==> config.mk <==
export PLATFORM = sky130hd
export DESIGN_NAME = text_raster_gen
export DESIGN_NICKNAME = d
export VERILOG_FILES = /design/src/rtl/text_raster_pkg.sv /design/src/rtl/text_raster_gen_glyph_serializer.sv /design/src/rtl/text_raster_gen.sv
export SDC_FILE = /design/constraint.sdc
export NUM_CORES = 1
export LEC_CHECK = 0
export ABC_CLOCK_PERIOD_IN_PS = 8600
export BUFFER_PORTS_ARGS = -buffer_cell sky130_fd_sc_hd__buf_4
export CORE_MARGIN = 1
export CORE_UTILIZATION = 56
export DETAILED_ROUTE_END_ITERATION = 7
export PLACE_DENSITY_LB_ADDON = 0.05
export SETUP_SLACK_MARGIN = 0.2
export SYNTH_ARGS = -nofsm -noshare
export SYNTH_HDL_FRONTEND = slang
export SYNTH_SLANG_ARGS = --single-unit
==> constraint.sdc <==
create_clock -name sys_clk -period 8.6 [get_ports sys_clk]
set_input_delay 1.29 -clock sys_clk [delete_from_list [all_inputs] [get_ports sys_clk]]
set_output_delay 1.29 -clock sys_clk [all_outputs]
set_load 0.01 [all_outputs]
==> src/rtl/text_raster_pkg.sv <==
// Shared types and constants for the character-mode raster generator.
package text_raster_pkg;

    // Frame sequencing states; the encoding is visible on the debug port.
    typedef enum logic [2:0] {
        IDLE  = 3'd0,
        REQ   = 3'd1,
        WAIT  = 3'd2,
        EMIT  = 3'd3,
        DRAIN = 3'd4,
        DONE  = 3'd5
    } state_e;

    localparam int CHARS_PER_WORD = 16;
    localparam int GLYPH_W        = 8;
    localparam int GLYPH_H        = 16;
    localparam int DEFAULT_COLS   = 80;
    localparam int GROUPS         = DEFAULT_COLS / CHARS_PER_WORD;

    // Character code at position idx of a text word; char 0 sits in the top byte.
    function automatic logic [7:0] char_at(input logic [127:0] word, input logic [3:0] idx);
        int sel;
        sel = (CHARS_PER_WORD - 1 - int'(idx)) * 8;
        return word[sel +: 8];
    endfunction

endpackage

==> src/rtl/text_raster_gen_glyph_serializer.sv <==
// Two-stage font-to-pixel pipeline: the font ROM answers one cycle after the
// issue, and the pixel is registered one cycle after that. The pixel index
// travels with the request so the right glyph bit is picked.
module glyph_serializer
    import text_raster_pkg::*;
#(
    parameter logic [23:0] FG_COLOR = 24'hFFFFFF,
    parameter logic [23:0] BG_COLOR = 24'h000000
) (
    input  logic                       sys_clk,
    input  logic                       rst,
    input  logic                       issue_i,
    input  logic [$clog2(GLYPH_W)-1:0] px_i,
    input  logic [7:0]                 font_data_i,
    output logic [23:0]                pix_data_o,
    output logic                       pix_wr_en_o
);

    logic                       valid1_q;
    logic [$clog2(GLYPH_W)-1:0] px1_q;
    logic [23:0]                pix_data_q;
    logic                       pix_wr_en_q;

    // Stage 1: remember that a pixel was issued and which glyph bit it wants.
    always_ff @(posedge sys_clk or posedge rst) begin
        if (rst) begin
            valid1_q <= 1'b0;
            px1_q    <= '0;
        end else begin
            valid1_q <= issue_i;
            px1_q    <= px_i;
        end
    end

    // Stage 2: font data is now valid; pick the bit (7 = leftmost) and colour it.
    always_ff @(posedge sys_clk or posedge rst) begin
        if (rst) begin
            pix_wr_en_q <= 1'b0;
            pix_data_q  <= BG_COLOR;
        end else begin
            pix_wr_en_q <= valid1_q;
            if (valid1_q) begin
                pix_data_q <= font_data_i[px1_q] ? FG_COLOR : BG_COLOR;
            end
        end
    end

    assign pix_data_o  = pix_data_q;
    assign pix_wr_en_o = pix_wr_en_q;

endmodule

==> src/rtl/text_raster_gen.sv <==
// Character-mode raster generator: walks the text screen in SDRAM one pixel
// line at a time, re-reading each 16-character word for every glyph line, and
// streams 24-bit pixels into the pixel FIFO while honouring its prog_full flag.
module text_raster_gen
    import text_raster_pkg::*;
#(
    parameter int          COLS        = 80,
    parameter int          ROWS        = 30,
    parameter int          ADDR_WIDTH  = 23,
    parameter int          DATA_WIDTH  = 128,
    parameter int          WORD_STRIDE = 8,
    parameter logic [23:0] FG_COLOR    = 24'hFFFFFF,
    parameter logic [23:0] BG_COLOR    = 24'h000000
) (
    input  logic                  sys_clk,
    input  logic                  rst,
    input  logic                  start,
    input  logic [ADDR_WIDTH-1:0] text_base,
    output logic                  active,
    output logic                  frame_done,
    output logic [ADDR_WIDTH-1:0] mem_rd_addr,
    output logic                  mem_rd_enable,
    input  logic                  mem_busy,
    input  logic                  mem_rd_ready,
    input  logic [DATA_WIDTH-1:0] mem_rd_data,
    output logic [11:0]           font_addr,
    input  logic [7:0]            font_data,
    output logic [23:0]           pix_data,
    output logic                  pix_wr_en,
    input  logic                  pix_almost_full,
    output logic [2:0]            dbg_state_o
);

    localparam int N_GROUPS = COLS / CHARS_PER_WORD;
    localparam logic [ADDR_WIDTH-1:0] ROW_STEP = ADDR_WIDTH'(N_GROUPS * WORD_STRIDE);

    // SDRAM read handshake: mem_rd_enable is held with a stable mem_rd_addr
    // until the controller raises mem_busy (request accepted); the word is then
    // taken on the single-cycle mem_rd_ready pulse, and a pulse in any other
    // state carries nothing for us and is dropped.
    state_e                  state_q;
    logic [ADDR_WIDTH-1:0]   row_addr_q;
    logic [ADDR_WIDTH-1:0]   mem_rd_addr_q;
    logic                    mem_rd_enable_q;
    logic [7:0]              row_q;
    logic [3:0]              line_q;
    logic [7:0]              group_q;
    logic [3:0]              char_idx_q;
    logic [2:0]              px_q;
    logic [DATA_WIDTH-1:0]   text_q;
    logic                    active_q;
    logic                    frame_done_q;
    logic                    drain_q;

    logic                    issue;
    logic                    last_px;
    logic                    last_char;
    logic                    last_group;
    logic                    last_line;
    logic                    last_row;
    logic [ADDR_WIDTH-1:0]   group_addr_d;
    logic [ADDR_WIDTH-1:0]   row_addr_d;

    // A pixel is issued in every EMIT cycle the FIFO is not near full.
    assign issue      = (state_q == EMIT) && !pix_almost_full;
    assign last_px    = (px_q == 3'd0);
    assign last_char  = (char_idx_q == 4'(CHARS_PER_WORD - 1));
    assign last_group = (group_q == 8'(N_GROUPS - 1));
    assign last_line  = (line_q == 4'(GLYPH_H - 1));
    assign last_row   = (row_q == 8'(ROWS - 1));

    // Next word addresses; arithmetic wraps silently at the address width.
    always_comb begin
        group_addr_d = row_addr_q + ADDR_WIDTH'((int'(group_q) + 1) * WORD_STRIDE);
        row_addr_d   = row_addr_q + ROW_STEP;
    end

    // Font lookup for the pixel being issued this cycle.
    assign font_addr = issue ? {char_at(text_q, char_idx_q), line_q} : 12'd0;

    // Frame FSM with counters, address generation and registered outputs.
    always_ff @(posedge sys_clk or posedge rst) begin
        if (rst) begin
            state_q         <= IDLE;
            row_addr_q      <= '0;
            mem_rd_addr_q   <= '0;
            mem_rd_enable_q <= 1'b0;
            row_q           <= '0;
            line_q          <= '0;
            group_q         <= '0;
            char_idx_q      <= '0;
            px_q            <= '0;
            text_q          <= '0;
            active_q        <= 1'b0;
            frame_done_q    <= 1'b0;
            drain_q         <= 1'b0;
        end else begin
            frame_done_q <= 1'b0;
            case (state_q)
                IDLE: begin
                    if (start) begin
                        row_addr_q      <= text_base;
                        mem_rd_addr_q   <= text_base;
                        mem_rd_enable_q <= 1'b1;
                        row_q           <= '0;
                        line_q          <= '0;
                        group_q         <= '0;
                        active_q        <= 1'b1;
                        state_q         <= REQ;
                    end
                end
                REQ: begin
                    if (mem_busy) begin
                        mem_rd_enable_q <= 1'b0;
                        state_q         <= WAIT;
                    end
                end
                WAIT: begin
                    if (mem_rd_ready) begin
                        text_q     <= mem_rd_data;
                        char_idx_q <= '0;
                        px_q       <= 3'(GLYPH_W - 1);
                        state_q    <= EMIT;
                    end
                end
                EMIT: begin
                    if (issue) begin
                        if (!last_px) begin
                            px_q <= px_q - 3'd1;
                        end else if (!last_char) begin
                            char_idx_q <= char_idx_q + 4'd1;
                            px_q       <= 3'(GLYPH_W - 1);
                        end else if (!last_group) begin
                            group_q         <= group_q + 8'd1;
                            mem_rd_addr_q   <= group_addr_d;
                            mem_rd_enable_q <= 1'b1;
                            state_q         <= REQ;
                        end else begin
                            group_q <= '0;
                            if (!last_line) begin
                                line_q          <= line_q + 4'd1;
                                mem_rd_addr_q   <= row_addr_q;
                                mem_rd_enable_q <= 1'b1;
                                state_q         <= REQ;
                            end else if (!last_row) begin
                                line_q          <= '0;
                                row_q           <= row_q + 8'd1;
                                row_addr_q      <= row_addr_d;
                                mem_rd_addr_q   <= row_addr_d;
                                mem_rd_enable_q <= 1'b1;
                                state_q         <= REQ;
                            end else begin
                                line_q  <= '0;
                                drain_q <= 1'b0;
                                state_q <= DRAIN;
                            end
                        end
                    end
                end
                DRAIN: begin
                    // Two cycles let the last issued pixel leave the pipeline.
                    drain_q <= 1'b1;
                    if (drain_q) begin
                        frame_done_q <= 1'b1;
                        active_q     <= 1'b0;
                        state_q      <= DONE;
                    end
                end
                DONE: begin
                    state_q <= IDLE;
                end
                default: begin
                    state_q <= IDLE;
                end
            endcase
        end
    end

    glyph_serializer #(
        .FG_COLOR (FG_COLOR),
        .BG_COLOR (BG_COLOR)
    ) u_glyph_serializer (
        .sys_clk     (sys_clk),
        .rst         (rst),
        .issue_i     (issue),
        .px_i        (px_q),
        .font_data_i (font_data),
        .pix_data_o  (pix_data),
        .pix_wr_en_o (pix_wr_en)
    );

    assign active        = active_q;
    assign frame_done    = frame_done_q;
    assign mem_rd_addr   = mem_rd_addr_q;
    assign mem_rd_enable = mem_rd_enable_q;
    assign dbg_state_o   = state_q;

endmodule

==> summary.txt <==
GRT
  • Pin count of the biggest net entering global routing: 135
  • Overall routing resource usage: between 20 and 30%
  • Global-route wire length before repair: approximately 47 mm
  • Vias in the first global route: 8762
  • GRT Residual Overflow: 0
  • Antenna violations before repair: 3

Timing
  • F_max: ~230 MHz
  • Post-Route Setup TNS: 0 ns
  • Period utilization: 51.6%
  • Clk_skew: between 0.007 and 0.008 ns
  • Unrepaired setup endpoints after global routing: no
  • Final setup fails: 0
  • Slew HR: between 10% and 20%
  • Fin. max-slew vios: 0
  • Final hold slack: 0.390 ns
  • Minimum clock period: about 4.4 ns
  • Final-report hold violation count: 0
  • Crit path setup slack, layout: 4.16 ns
  • Worst-margin pin slew: around 1.2 ns

Clock network
  • CTS Buf Count: 24
  • CTS tree: yes
  • Clk_lat worst skew: about 0.53 ns
  • # H-tree levels: 1
  • Post-CTS sizing: 0
  • Clk buf depth: 3
  • Root Buffer: clkbuf_16
  • Clock Sinks: 214
  • CTS Hold Bufs: 0
  • Setup bufs post-CTS: 0
  • Reg clk slew, reported paths: around 0.060 ns

Finish
  • Fin area: around 14000 µm²
  • Syn-to-layout area delta: 21.5%
  • Multi-input gate area: around 5600 µm²
  • # nets final: approximately 1400
  • Fillers: ~1600
  • Share of layout cells above drive strength 1: 38.7%
  • Register area: 5360 µm²
  • Commonest non-fill, non-tap cells in the layout: buf_4 (238), dfrtp_1 (212), mux2_2 (130)
  • Commonest non-fill, non-tap cell in the layout: buf_4

Synth
  • Post-synth EDFFs: 0
  • Yosys warning count: 0
  • Cell Area, Synth: 11500 µm²
  • Top cell type's share of synthesized area: between 40 and 50%
  • Most used DFF post-synth: dfrtp_1
  • Post-synth cell types: 73
  • Top cell type by total area after synthesis: dfrtp_1
  • Syn Area/Cell: between 10 and 15 µm²
  • Cell count after synthesis: around 1000
  • Post-synthesis sequential area ratio: a little under half
  • Async SR Flop Fraction: 100%
  • Syn_nets: 1200
  • Yosys reg bits: 214
  • Largest cells by area after synthesis: dfrtp_1 (47%), mux2_2 (13%), mux4_2 (8.2%)

Floorplan
  • Die Y-Extent: between 100 and 150 µm
  • Num rows: between 50 and 60
  • Ports: about 230
  • CORE AREA: roughly 20000 µm²
  • Die area: 21100 µm²
  • Die width: 145 µm
  • Starting Density: between 50% and 60%

Critical path
  • Worst r2r src: group_q[0]
  • Critical path type: reg -> out
  • Crit path launch type: register
  • Worst path arrival time: 3.15 ns
  • Critical Path Sink Type: primary output
  • CP required: around 7.3 ns
  • CP Max Fanout: 35
  • CP startpoint: char_idx_q[0]

Power and ir drop
  • Tot Pwr: about 4.7 mW
  • Maximum VDD drop: between 0.15 and 0.2 mV
  • Power Density: 334 nW/µm²
  • Leak Pwr: 5.98 nW

Place
  • GP Congestion: 0.877
  • IO Port Bufs: 230
  • Pre-CTS WS: between 4 and 5 ns
  • Post-DP Area: approximately 13000 µm²
  • Placed wire-length estimate: between 20 and 25 mm

Routing
  • Total number of vias: between 8000 and 9000
  • DR DRC count: 0
  • First-pass DRT Iterations: 5
  • DR WL/cell: 19.9 µm
  • Initial DRC Count: 637
  • Routed vias/inst: between 5 and 6
  • Antenna Violating Nets Remaining: 0
  • Drt total wl: just under 30 mm

Run status
  • Status: complete, no violations

Worst hold path
  • Hold path startpoint: px_q[2]
  • Hold Path Class: reg -> reg

Flow run
  • Maxcap violations: 0
[area by class of cell]
| class | count | area share [%] |
|---|---|---|
| multi-input cells | 694 | 40.1 |
| flip-flops and latches | 214 | 38.4 |
| repair buffers | 238 | 12.8 |
| clock buffers | 32 | 5.10 |
| well taps | 270 | 2.42 |
| inverters | 20 | 0.592 |
| clock inverters | 11 | 0.511 |
| diodes | 2 | 0.0359 |
[state kept, by name, summed over array words and instances (netlist names), 4 cells and up]
register / flops
char_idx_q: 4
row_addr_q: 23
line_q: 4
row_q: 8
text_q: 128
group_q: 8
mem_rd_addr: 23
[metal layers]
metal  global-route usage, %  up-vias  wire length, µm  part of all wire, %
met5                       0        -               13                0.044
met3                    6.54       45             2360                  8.0
li1                        -     4069                -                    -
met2                    42.3      356            13000                   44
met1                    42.2     4331            13500                   46
met4                    8.16        2              675                  2.3
[Yosys cell counts (6+ instances only)]
cell and instances:
a21oi_1 43, a221oi_1 10, a31oi_1 17, a32o_1 6
and2_1 16, and3_1 6, buf_2 29, buf_4 23
clkbuf_1 29, dfrtp_1 214, ha_1 19, inv_1 20
mux2_2 130, mux2i_1 6, mux4_2 42, nand2_1 82
nand3_1 30, nand4_1 9, nor2_1 74, nor3_1 20
nor4_1 6, o21ai_0 51, xnor2_1 28, xor2_1 7
[critical path, stage by stage (launching register included)]
cell and delay (ns):
dfrtp_2 1.13, mux4_2 0.66, mux4_2 0.50, and2_1 0.18, buf_4 0.14
[where the power goes]
| group | switching (mW) | total [mW] | internal, mW | leakage, nW |
|---|---|---|---|---|
| Sequential | 0.387 | 1.84 | 1.46 | 2.56 |
| Combinational | 0.842 | 1.82 | 0.977 | 3.03 |
| Clock | 0.418 | 0.997 | 0.579 | 0.392 |
[worst paths after layout]
kind	endpoint	slack (ns)	depth (start not counted)
setup / recovery	font_addr[4]	4.16	4
hold / removal	u_glyph_serializer.px1_q[2]	0.39	0
setup reg to reg	mem_rd_addr[22]	5.24	10
hold reg to reg	u_glyph_serializer.px1_q[2]	0.39	0
max in group asynchronous	text_q[4]	6.04	3
min in group asynchronous	text_q[103]	0.94	2
[cells by family (layout without fill, tap and decap cells)]
logic type,after synthesis,in the layout,synth area share [%]
flops,214,214,46.7
other cells,0,2,0
simple gates,273,273,11.4
mux,178,178,21.5
compound gates,188,188,10.8
xor+xnor,35,35,2.67
buf+inv,107,301,4.71
fa+ha+maj,20,20,2.25
[per-stage QoR]
| step | util (%) | std cells |
|---|---|---|
| floorplan | - | 1015 |
| global placement | 65.2 | 1436 |
| detailed placement | 65.2 | 1436 |
| CTS | 69.1 | 1479 |
| global route | 69.1 | 1480 |
| finish | 69.1 | 1481 |
Power figures use the tool's default switching activity.
